`config.mk`:
```
export PLATFORM = sky130hd
export DESIGN_NAME = uart_echo_scheduler_flat
export DESIGN_NICKNAME = d
export VERILOG_FILES = /design/src/rtl/uart_echo_if.sv /design/src/rtl/uart_echo_scheduler.sv /design/src/flat_wrapper.sv
export SDC_FILE = /design/constraint.sdc
export NUM_CORES = 1
export LEC_CHECK = 0
export CAP_MARGIN = 20
export CELL_PAD_IN_SITES_DETAIL_PLACEMENT = 1
export CELL_PAD_IN_SITES_GLOBAL_PLACEMENT = 2
export CORE_MARGIN = 2
export CORE_UTILIZATION = 44
export CTS_BUF_LIST = sky130_fd_sc_hd__clkbuf_8
export DETAILED_ROUTE_END_ITERATION = 12
export DONT_BUFFER_PORTS = 1
export GPL_ROUTABILITY_DRIVEN = 0
export GPL_TIMING_DRIVEN = 1
export HOLD_SLACK_MARGIN = 0.06
export PLACE_DENSITY_LB_ADDON = 0.1
export REMOVE_ABC_BUFFERS = 1
export SYNTH_ARGS = -nofsm -noshare
export SYNTH_HDL_FRONTEND = slang
export SYNTH_SLANG_ARGS = --single-unit
```
`constraint.sdc`:
```
create_clock -name clk -period 3.1 [get_ports clk]
set_clock_uncertainty 0.1 [all_clocks]
set_input_delay 0.155 -clock clk [delete_from_list [all_inputs] [get_ports clk]]
set_output_delay 0.155 -clock clk [all_outputs]
set_load 0.02 [all_outputs]
```
`src/rtl/uart_echo_if.sv`:
```
// Signal bundle between the echo scheduler and its environment
// (UART receiver on one side, UART transmitter on the other).
interface uart_echo_if #(
  parameter int DATA_BITS  = 8,
  parameter int FIFO_DEPTH = 8
);
  localparam int CW = $clog2(FIFO_DEPTH + 1);

  // Handshake rules:
  // - rx_data_valid is a one-cycle strobe with no backpressure; rx_data is valid with it.
  // - tx_en is a one-cycle launch pulse; tx_data is valid from tx_en until the next launch.
  // - The transmitter acknowledges by raising tx_busy and holding it for the whole frame.
  logic                 rx_data_valid;
  logic [DATA_BITS-1:0] rx_data;
  logic                 cfg_bypass;
  logic                 tx_busy;
  logic                 overflow_clr;
  logic                 tx_en;
  logic [DATA_BITS-1:0] tx_data;
  logic [CW-1:0]        fifo_count;
  logic                 overflow;
  logic                 ack_err;
  logic [1:0]           state_dbg;

  modport master (
    input  rx_data_valid, rx_data, cfg_bypass, tx_busy, overflow_clr,
    output tx_en, tx_data, fifo_count, overflow, ack_err, state_dbg
  );

  modport slave (
    output rx_data_valid, rx_data, cfg_bypass, tx_busy, overflow_clr,
    input  tx_en, tx_data, fifo_count, overflow, ack_err, state_dbg
  );
endinterface

```
`src/rtl/uart_echo_scheduler.sv`:
```
// Buffers received bytes, optionally increments them, and launches them one at a
// time into the UART transmitter with a busy-based acknowledge and timeout.
module uart_echo_scheduler #(
  parameter int DATA_BITS   = 8,
  parameter int FIFO_DEPTH  = 8,
  parameter int ACK_TIMEOUT = 16
) (
  input logic        clk,
  input logic        rst_n,
  uart_echo_if.master bus
);
  localparam int PW = $clog2(FIFO_DEPTH);
  localparam int CW = $clog2(FIFO_DEPTH + 1);
  localparam int TW = $clog2(ACK_TIMEOUT);
  localparam logic [CW-1:0]        FULL_COUNT = CW'(FIFO_DEPTH);
  localparam logic [CW-1:0]        COUNT_ONE  = CW'(1);
  localparam logic [PW-1:0]        PTR_ONE    = PW'(1);
  localparam logic [TW-1:0]        TIMER_ONE  = TW'(1);
  // The timer increments on the edge that sees it equal to TIMER_LAST, which is
  // the edge where it "reaches" ACK_TIMEOUT-1.
  localparam logic [TW-1:0]        TIMER_LAST = TW'(ACK_TIMEOUT - 2);
  localparam logic [DATA_BITS-1:0] DATA_ONE   = DATA_BITS'(1);

  typedef enum logic [1:0] {
    IDLE      = 2'd0,
    WAIT_ACK  = 2'd1,
    WAIT_DONE = 2'd2
  } state_t;

  state_t               state, state_nxt;
  logic [DATA_BITS-1:0] mem [FIFO_DEPTH];
  logic [PW-1:0]        wr_ptr, rd_ptr;
  logic [CW-1:0]        count;
  logic [TW-1:0]        timer;
  logic                 launch, timeout, full, push_ok, drop;
  logic [DATA_BITS-1:0] head;
  logic                 tx_en_q, overflow_q, ack_err_q;
  logic [DATA_BITS-1:0] tx_data_q;

  assign full    = (count == FULL_COUNT);
  assign push_ok = bus.rx_data_valid && (!full || launch);
  assign drop    = bus.rx_data_valid && full && !launch;
  assign head    = mem[rd_ptr];

  always_ff @(posedge clk or negedge rst_n) begin
    if (!rst_n) state <= IDLE;
    else        state <= state_nxt;
  end

  always_comb begin
    state_nxt = state;
    launch    = 1'b0;
    timeout   = 1'b0;
    case (state)
      IDLE: begin
        if (count != '0 && !bus.tx_busy) begin
          launch    = 1'b1;
          state_nxt = WAIT_ACK;
        end
      end
      WAIT_ACK: begin
        if (bus.tx_busy) begin
          state_nxt = WAIT_DONE;
        end else if (timer == TIMER_LAST) begin
          timeout   = 1'b1;
          state_nxt = IDLE;
        end
      end
      WAIT_DONE: begin
        if (!bus.tx_busy) state_nxt = IDLE;
      end
      default: state_nxt = IDLE;
    endcase
  end

  // Storage carries no reset; emptiness is tracked by the pointers and count.
  always_ff @(posedge clk) begin
    if (push_ok) mem[wr_ptr] <= bus.rx_data;
  end

  always_ff @(posedge clk or negedge rst_n) begin
    if (!rst_n) begin
      wr_ptr     <= '0;
      rd_ptr     <= '0;
      count      <= '0;
      timer      <= '0;
      tx_en_q    <= 1'b0;
      tx_data_q  <= '0;
      ack_err_q  <= 1'b0;
      overflow_q <= 1'b0;
    end else begin
      tx_en_q   <= launch;
      ack_err_q <= timeout;
      if (launch) begin
        rd_ptr    <= rd_ptr + PTR_ONE;
        tx_data_q <= bus.cfg_bypass ? head : head + DATA_ONE;
        timer     <= '0;
      end else if (state == WAIT_ACK && !bus.tx_busy) begin
        timer <= timeout ? '0 : timer + TIMER_ONE;
      end
      if (push_ok) wr_ptr <= wr_ptr + PTR_ONE;
      case ({push_ok, launch})
        2'b10:   count <= count + COUNT_ONE;
        2'b01:   count <= count - COUNT_ONE;
        default: count <= count;
      endcase
      // A drop in the same cycle as a clear keeps the flag set.
      if (drop)                  overflow_q <= 1'b1;
      else if (bus.overflow_clr) overflow_q <= 1'b0;
    end
  end

  assign bus.tx_en      = tx_en_q;
  assign bus.tx_data    = tx_data_q;
  assign bus.fifo_count = count;
  assign bus.overflow   = overflow_q;
  assign bus.ack_err    = ack_err_q;
  assign bus.state_dbg  = state;
endmodule

```
`src/flat_wrapper.sv`:
```
// flat-port wrapper written by rule: the top's interface ports become plain ports
module uart_echo_scheduler_flat 
#(
  parameter int DATA_BITS   = 8,
  parameter int FIFO_DEPTH  = 8,
  parameter int ACK_TIMEOUT = 16
)
  (clk, rst_n, bus_rx_data_valid, bus_rx_data, bus_cfg_bypass, bus_tx_busy, bus_overflow_clr, bus_tx_en, bus_tx_data, bus_fifo_count, bus_overflow, bus_ack_err, bus_state_dbg);
  uart_echo_if #(.DATA_BITS(DATA_BITS), .FIFO_DEPTH(FIFO_DEPTH)) bus_i ();
  input logic clk;
  input logic rst_n;
  input wire logic [$bits(bus_i.rx_data_valid)-1:0] bus_rx_data_valid;
  input wire logic [$bits(bus_i.rx_data)-1:0] bus_rx_data;
  input wire logic [$bits(bus_i.cfg_bypass)-1:0] bus_cfg_bypass;
  input wire logic [$bits(bus_i.tx_busy)-1:0] bus_tx_busy;
  input wire logic [$bits(bus_i.overflow_clr)-1:0] bus_overflow_clr;
  output wire logic [$bits(bus_i.tx_en)-1:0] bus_tx_en;
  output wire logic [$bits(bus_i.tx_data)-1:0] bus_tx_data;
  output wire logic [$bits(bus_i.fifo_count)-1:0] bus_fifo_count;
  output wire logic [$bits(bus_i.overflow)-1:0] bus_overflow;
  output wire logic [$bits(bus_i.ack_err)-1:0] bus_ack_err;
  output wire logic [$bits(bus_i.state_dbg)-1:0] bus_state_dbg;
  assign bus_i.rx_data_valid = bus_rx_data_valid;
  assign bus_i.rx_data = bus_rx_data;
  assign bus_i.cfg_bypass = bus_cfg_bypass;
  assign bus_i.tx_busy = bus_tx_busy;
  assign bus_i.overflow_clr = bus_overflow_clr;
  assign bus_tx_en = bus_i.tx_en;
  assign bus_tx_data = bus_i.tx_data;
  assign bus_fifo_count = bus_i.fifo_count;
  assign bus_overflow = bus_i.overflow;
  assign bus_ack_err = bus_i.ack_err;
  assign bus_state_dbg = bus_i.state_dbg;
  uart_echo_scheduler #(.DATA_BITS(DATA_BITS), .FIFO_DEPTH(FIFO_DEPTH), .ACK_TIMEOUT(ACK_TIMEOUT)) u_core (.clk(clk), .rst_n(rst_n), .bus(bus_i));
endmodule
```
Word level (Yosys, flattened, before mapping). Memory sizes are Yosys's and may differ from the RTL's. Cells that the tools add are included.

Add/subtract/negate cells: 6. Equal/unequal tests: 9. Muxes and demuxes: 19. Reduce and logical (&&, ||, !) cells: 15.

Operators by type and width (count): two-way mux 4 bit (3); two-way mux 1 bit (9); adder 4 x 1 -> 4 bit (second input constant) (2); adder 8 x 1 -> 8 bit (second input constant) (1); equality test 4 bit (second input constant) (2); two-way mux 2 bit (4); two-way mux 8 bit (1); case mux 4 bit (2 select lines) (1); adder 3 x 1 -> 3 bit (second input constant) (2); case mux 2 bit (3 select lines) (1); nonzero test 2 bit (3); logical AND 1 bit (5); equality test 2 x 1 -> 1 bit (second input constant) (2); equality test 2 bit (second input constant) (2); nonzero test 4 bit (1); subtractor 4 x 1 -> 4 bit (second input constant) (1); logical NOT 1 bit (3); != test 3 x 2 -> 1 bit (second input constant) (1); AND reduction 3 bit (1); logical NOT 2 bit (1); != test 2 x 1 -> 1 bit (second input constant) (1); != test 2 bit (second input constant) (1); logical OR 1 bit (1).

Register bits: 27. Bits in writable memories: 64. Input port bits: 14. Output and inout bits: 17. Word-level logic and storage cells: 59. Memories kept: 1.

Memory list: u_core.mem (depth 8, bits a word 8, read ports 1, clocked after Yosys merged registers in 0, write ports 1, RTL line uart_echo_scheduler.sv:31) `logic [DATA_BITS-1:0] mem [FIFO_DEPTH];`.

Logic depth before layout (Yosys ltp). Gate-level depths: netlist (run 1).

Word-level depth: 8. Mapped depth: 10. Depth with buffers taken out: 8.

Worst setup path before layout (run 1). Ideal clock, no wire load.

Path kind: register -> register. Start point: reg u_core.state[0], in the netlist u_core.bus.state_dbg[0]. End point: mem u_core.mem[0][0] (enable). Library setup time: 383 ps. Data arrival time: 2000 ps. Data required time: 2617 ps. Slack: 617 ps. Stages on the path, launching flop included: 7. Path buffers: 0. Clock period less this slack: 2483 ps. Cell sequence: dfrtp_1 nor3_1 o41ai_4 inv_2 o21a_4 nand2b_1 nor3_1.

Longest elaborated chain between the ends: 6.

Ends and longest elaborated chain: start, declared (RTL line uart_echo_scheduler.sv:30) `state_t state, state_nxt;`; start signal, assigned (RTL line uart_echo_scheduler.sv:47) `else state <= state_nxt;`; logical NOT 2 bit (RTL line uart_echo_scheduler.sv:54) `case (state)`; two-way mux 1 bit (RTL line uart_echo_scheduler.sv:54); named net u_core.launch (RTL line uart_echo_scheduler.sv:35) `logic launch, timeout, full, push_ok, drop;`; logical OR 1 bit (RTL line uart_echo_scheduler.sv:41) `assign push_ok = bus.rx_data_valid && (!full || launch);`; logical AND 1 bit (RTL line uart_echo_scheduler.sv:41); two-way mux 1 bit (RTL line uart_echo_scheduler.sv:78) `if (push_ok) mem[wr_ptr] <= bus.rx_data;`; two-way mux 1 bit (implied by the code) (RTL line uart_echo_scheduler.sv:78); end, declared (RTL line uart_echo_scheduler.sv:31).

The timed path passes the listed nets, and every way through them passes these cells.

Final worst setup path (run 1).
Start point: reg u_core.state[0], in the netlist u_core.bus.state_dbg[0]. End point: mem u_core.mem[1][6] (enable).

Same word-level chain as after synthesis.

==> impl_results.md, run 1 <==
- DP HPWL: slightly above 5 mm
- Vias in the first global route: 2339
- Mean post-synth cell area: 16.3 sq um
- Crit Path Max Fanout: 8
- Worst EP arrival: 2.52 ns
- CP Launch Type: flop
- Initial detailed-routing violation count: 101
- Count of different cell masters after synthesis: 43
- Wire length per cell: between 20 and 25 microns
- Root Buffer: clkbuf_8
- First-pass GRT wire length: 12.5 mm
- Cells after synthesis: around 240
- Logic pwr share: 0.317
- Largest net degree at the start of global routing: 28
- R2R Path End: u_core.mem[1][6]$_DFFE_PP_
- Die height: between 90 and 100 microns
- WP data required: 3.06 ns
- Status: finished clean
- Post-synthesis sequential area ratio: 0.677
- Commonest non-fill, non-tap cell in the layout: edfxtp_1
- Sequence of cells on the critical path: nor3_1 -> o41ai_4 -> inv_2 -> o21a_4 -> nand2_1 -> nor3_1 -> buf_4
- Met3 wire len: 224 microns
- Most frequent cells in the layout: 64 x edfxtp_1, 27 x dfrtp_1, 21 x nand2_1
- Mux cell area share after synthesis: 0.129
- TritonCTS buffer count: 9
- Register share of total power: 0.461
- Total number of vias: between 2000 and 2500
- FF-to-FF path depth: 7
- Final-report hold violation count: 0
- H-Tree Level Count: 3
- Total GRT Usage: 0.174
- Clock tree from TritonCTS: built
- CP Launch Point: u_core.bus.state_dbg[0]$_DFFE_PN0P_
- TNS Setup: 0 ns
- Initial antenna violation count: 0
- Max_cap viols: 0
- Min Tclk post-route: 2.56 ns
- Async SR Flop Fraction: 0.297
- Max Transition Viols Final: 0
- Full die area: between 0.009 and 0.01 sq mm
- Maximum clock frequency: 391 MHz
- Actual slew at the worst max-slew pin: 0.679 ns
- Setup violators final: 0
- Clock power frac: 0.223
- Fin nets: 284
- DRC Markers: 0
- Core Area: 0.00859 sq mm
- Post-CTS sizing: 0
- CP bufs+invs: 2
- Port Buffer Count: 0
- Endpoint class of the critical path: flop
- Routed wire length: 7.67 mm
- Io pins: 31
- Fin cells: 377
- CP max stage delay: 0.50 ns
- Post-synth EDFFs: 64
- DR WL met2: around 3.9 mm
- Met1 WL: 3.39 mm
- Internal: 0.00277 W
- Clk Latency, worst-skew pair: 0.35 ns
- Initial Util: 0.446
- Power per cell area: 977 mW/mm^2
- Rows: 34
- Clock tree buffer depth: 2
- GR Overflow Total: 0
- DRT antenna net count: 0
- Mapped cell area: 0.00384 sq mm
- Hold_sp: bus_cfg_bypass
- Synth Area in Compound Gates: 0.0496
- DRT Pass-1 Iters: 5
- Area Growth Syn to Fin: 14.6%
- Worst path depth: 7
- Flop-to-flop setup slack: approximately 0.54 ns
- Worst vdd ir: 428 uV
- Top Family by Delay on Critical Path: simple AND/OR/NAND/NOR gates
- Top sig layer: met4
- Switching power total: between 0.0015 and 0.002 W
- Critical path's most frequent cell: nor3_1
- Crit path capture: u_core.mem[1][6]$_DFFE_PP_
- P_leak: 1.60 nW
- Share of post-route cells with drive strength above 1: 0.208
- Main combinational cell family by area after synthesis: multiplexers
- Post-Synth Adder-Cell Area: 0.0196
- Xor and xnor area share after synthesis: 0.0297
- Ys Warns: 0
- Slowest cell on the critical path: dfrtp_1
- Slew headroom: 0.548
- Synth Register Bits: 91
- Switching fraction of total power: 0.355
- Final period utilization: 0.826
- Clk slew on worst S/H paths: 0.09 ns
- # diodes: 0
- Hold Path Class: input pin to flop
- Top_reg_cell synth: edfxtp_1
- Clock Sinks: 91
- RSZ-0062 raised after global routing: false
- Placed Cells: about 350
- Post-Synth Simple-Gate Area: 0.0721
- Fill cell count: roughly 830
- Die width: 97.4 microns
- Vias per cell: 5.61
- CP Class: flop to flop
- Worst reg2reg path startpoint: u_core.bus.state_dbg[0]$_DFFE_PN0P_
through the flow:
| step | total power, W | utilization | hold slack [ns] | area [sq um] | worst slack [ns] |
|---|---|---|---|---|---|
| floorplan | 0.00293 | - | -0.241 | 3770 | 0.440 |
| global placement | 0.00327 | 0.465 | -0.240 | 4000 | 0.573 |
| detailed placement | 0.00336 | 0.465 | -0.240 | 4000 | 0.525 |
| CTS | 0.00435 | 0.512 | 0.0937 | 4400 | 0.511 |
| global route | 0.00456 | 0.512 | 0.119 | 4400 | 0.301 |
| finish | 0.00430 | 0.512 | 0.0981 | 4400 | 0.540 |
kinds of logic after synthesis:
logic type                 Yosys count
DFF                                 91
and+or+nand+nor                     59
muxes                               27
AOI/OAI and AO/OA                   24
buffers and inverters               15
xor gates and xnor gates            13
adders and majority gates            6
flip-flops by register name (all words and copies together) (netlist names):
register               cells
u_core.rd_ptr              3
u_core.bus.fifo_count      4
u_core.mem                64
u_core.timer               4
u_core.bus.state_dbg       2
u_core.bus.overflow        1
u_core.bus.ack_err         1
u_core.bus.tx_en           1
u_core.bus.tx_data         8
u_core.wr_ptr              3
metal layers:
layer,GRT usage,up-vias
met5,0,-
met4,0.0566,0
met3,0.0388,12
met2,0.298,30
met1,0.223,1125
li1,-,947
synth_stat cells, types with 4 or more instances:
master / count / area (sq um)
edfxtp_1: 64 / 1920
dfrtp_1: 27 / 676
nand2_1: 21 / 78.8
mux4_2: 16 / 360
nor2_1: 13 / 48.8
nor3_1: 8 / 40.0
xnor2_1: 7 / 61.3
ha_1: 6 / 75.1
xor2_1: 6 / 52.6
inv_1: 5 / 18.8
mux2i_2: 5 / 68.8
a21oi_1: 4 / 20.0
mux2i_1: 4 / 40.0
nand2b_1: 4 / 25.0
nand3_1: 4 / 20.0
o21ai_1: 4 / 20.0
worst min-delay path by stage:
stage | end | slack (ns) | depth (start not counted)
floorplan | u_core.bus.ack_err$_DFF_PN0_ | -0.24 | 0
global placement | u_core.bus.state_dbg[1]$_DFFE_PN0P_ | -0.24 | 0
detailed placement | u_core.bus.state_dbg[1]$_DFFE_PN0P_ | -0.24 | 0
CTS | u_core.bus.tx_data[6]$_DFFE_PN0N_ | 0.09 | 3
global route | u_core.bus.tx_data[6]$_DFFE_PN0N_ | 0.12 | 3
finish | u_core.bus.tx_data[6]$_DFFE_PN0N_ | 0.1 | 3
final cells by class:
class | instances | area, sq um | share of cell area
Inverter | 6 | 22.5 | 0.00512
Clock inverter | 7 | 116 | 0.0265
Clock buffer | 9 | 124 | 0.0282
Tap cell | 108 | 135 | 0.0307
Multi-Input combinational cell | 129 | 1150 | 0.262
Timing Repair Buffer | 27 | 250 | 0.0569
Sequential cell | 91 | 2600 | 0.591
power by group through the flow:
stage	registers [W]	clock network (W)	logic (W)
floorplan	0.00199	0	0.000942
global placement	0.00199	0	0.00128
detailed placement	0.00201	0	0.00134
CTS	0.00199	0.000977	0.00138
global route	0.00202	0.00102	0.00151
finish	0.00198	0.000956	0.00136
worst reg2reg max path, delay by kind of cell (launching register included):
| kind | cells | cell delay [ns] |
|---|---|---|
| AND/OR/NAND/NOR | 3 | 0.77 |
| AO/OA/AOI/OAI | 2 | 0.43 |
| flip-flops | 1 | 0.50 |
| buffers and inverters | 2 | 0.45 |
what timing repair did:
item,in CTS,in global routing
setup buffers,0,0
hold buffers,15,0
endpoints found under the hold margin,109,0
No activity file was read; power rests on OpenSTA's default activity.
==> run 2: changes to the inputs <==
- clock period: 3.1 -> 2.6 ns (I/O delays scaled with it)
==> impl_results.md, run 2 (synthesized netlist as in run 1, its figures left out) <==
- Status: finished clean
- First-pass GRT wire length: between 10 and 15 mm
- Wire length per cell: around 19 microns
- Hold_sp: bus_cfg_bypass
- Clock tree buffer depth: 2
- Top Family by Delay on Critical Path: simple AND/OR/NAND/NOR gates
- Core Util, Final: 0.523
- Die width: 97.4 microns
- Root Buffer: clkbuf_8
- # diodes: 0
- DRT Pass-1 Iters: 4
- Maximum clock frequency: 430 MHz
- Clk Latency, worst-skew pair: ~0.36 ns
- CP bufs+invs: 2
- Largest net degree at the start of global routing: 28
- RSZ-0062 raised after global routing: false
- Clk slew on worst S/H paths: 0.10 ns
- Max FFs per register: 64
- Min Tclk post-route: 2.32 ns
- Vias per cell: 5.39
- Core Area: 0.00859 sq mm
- Sequence of cells on the critical path: nor3_2 -> o41ai_4 -> inv_2 -> o21a_4 -> nand2_1 -> nor2_1 -> buf_4
- GR Overflow Total: 0
- Rows: 34
- Initial detailed-routing violation count: 104
- R2R Path End: u_core.mem[3][1]$_DFFE_PP_
- CP Class: flop to flop
- Flop-to-flop setup slack: approximately 0.28 ns
- Max Transition Viols Final: 0
- CP max stage delay: 0.52 ns
- Fill cell count: a little over 800
- Port Buffer Count: 0
- Endpoint class of the critical path: flop
- Top reg by flops: u_core.mem
- Internal: approximately 0.0035 W
- Actual slew at the worst max-slew pin: 0.502 ns
- DRT antenna net count: 0
- Worst vdd ir: 665 uV
- CP Launch Point: u_core.bus.state_dbg[1]$_DFFE_PN0P_
- Total number of vias: 2069
- P_leak: 1.65 nW
- Switching fraction of total power: 0.343
- Clock Sinks: 91
- Initial Util: 0.446
- Clock tree from TritonCTS: built
- FF-to-FF path depth: 7
- Worst EP arrival: 2.28 ns
- Die height: 97.4 microns
- Sequential cell area: approximately 0.0026 sq mm
- Placed Cells: 353
- Switching power total: 0.00183 W
- Hold Path Class: input pin to flop
- Setup violators final: 0
- CP Launch Type: flop
- Share of post-route cells with drive strength above 1: 0.232
- Total GRT Usage: 0.168
- Commonest non-fill, non-tap cell in the layout: edfxtp_1
- Fin cells: 384
- WP data required: 2.56 ns
- Final period utilization: 0.894
- Dpl ws: 0.181 ns
- Number of cells on the worst hold path: 3
- Full die area: 0.00948 sq mm
- Register share of total power: 0.422
- H-Tree Level Count: 3
- Io pins: 31
- Final worst slack: 0.275 ns
- Hold EP: u_core.bus.tx_data[2]$_DFFE_PN0N_
- Slowest cell on the critical path: dfrtp_1
- Slew headroom: 0.656
- Worst hold margin: 0.0919 ns
- DP HPWL: 5.09 mm
- TNS Setup: 0 ns
- TritonCTS buffer count: 9
- Max_cap viols: 0
- Initial antenna violation count: 0
- DRC Markers: 0
- Final-report hold violation count: 0
- Area Growth Syn to Fin: 17.1%
- Fin nets: 291
- Worst reg2reg path startpoint: u_core.bus.state_dbg[1]$_DFFE_PN0P_
- Clock power frac: 0.229
- Power per cell area: 1190 mW/mm^2
- Logic pwr share: 0.349
- Vias in the first global route: 2349
- Crit Path Max Fanout: 8
- Most frequent cells in the layout: 64 x edfxtp_1, 27 x dfrtp_1, 21 x nand2_1
- Footprint of the multi-input gates: 0.00116 sq mm
- Routed wire length: 7.41 mm
run 2: changes by cell type in the layout (fill, tap and decap cells not counted), sizes merged:
cell and change:
buf +7, clkinvlp +1, inv -3, clkinv +1, bufinv +1
run 2: worst max path at each step:
| stage | end | slack [ns] | cells past startpoint |
|---|---|---|---|
| after global routing | u_core.mem[0][5]$_DFFE_PP_ | 0.10 | 7 |
| after CTS | u_core.mem[1][2]$_DFFE_PP_ | 0.11 | 7 |
| after detailed placement | u_core.mem[1][2]$_DFFE_PP_ | 0.18 | 7 |
| after floorplan | u_core.bus.fifo_count[1]$_DFFE_PN0P_ | -0.06 | 5 |
| final | u_core.mem[3][1]$_DFFE_PP_ | 0.28 | 7 |
| after global placement | u_core.mem[1][2]$_DFFE_PP_ | 0.29 | 7 |
run 2: what timing repair did:
item / in CTS / in global routing
buffers inserted: 0 / 0
endpoints found under the hold margin: 112 / 0
endpoints found under the setup margin: 0 / 48
hold buffers: 15 / 0
gates resized for setup: 0 / 1
run 2: power by group through the flow:
stage	logic (W)	clock network (W)	registers, W
finish	0.00186	0.00122	0.00225
global route	0.00206	0.00130	0.00229
floorplan	0.00112	0	0.00237
CTS	0.00189	0.00125	0.00225
global placement	0.00176	0	0.00225
detailed placement	0.00184	0	0.00228
run 2: cell type report:
type / instances / area share
Clock buffer: 9 / 0.0276
Clock inverter: 7 / 0.0312
Inverter: 6 / 0.00502
Multi-Input combinational cell: 129 / 0.257
Sequential cell: 91 / 0.578
Tap cell: 108 / 0.0301
Timing Repair Buffer: 34 / 0.0702
run 2: through the flow:
| step | area [sq um] | total power (W) |
|---|---|---|
| after global routing | 4490 | 0.00565 |
| final | 4490 | 0.00533 |
| after CTS | 4490 | 0.00539 |
| after global placement | 4060 | 0.00402 |
| after detailed placement | 4060 | 0.00411 |
| after floorplan | 3770 | 0.00349 |
run 2: metal layers:
metal | vias up | GRT usage | routed length, microns
met4 | 0 | 0.0577 | 113
met1 | 1062 | 0.214 | 3260
met5 | - | 0 | 0
met3 | 11 | 0.0317 | 209
li1 | 965 | - | -
met2 | 31 | 0.291 | 3830
run 2: tightest hold or removal path, delay by kind of cell:
family | cells | cell delay, ns
AO/OA/AOI/OAI | 1 | 0.06
XOR/XNOR | 1 | 0.14
AND/OR/NAND/NOR | 1 | 0.17
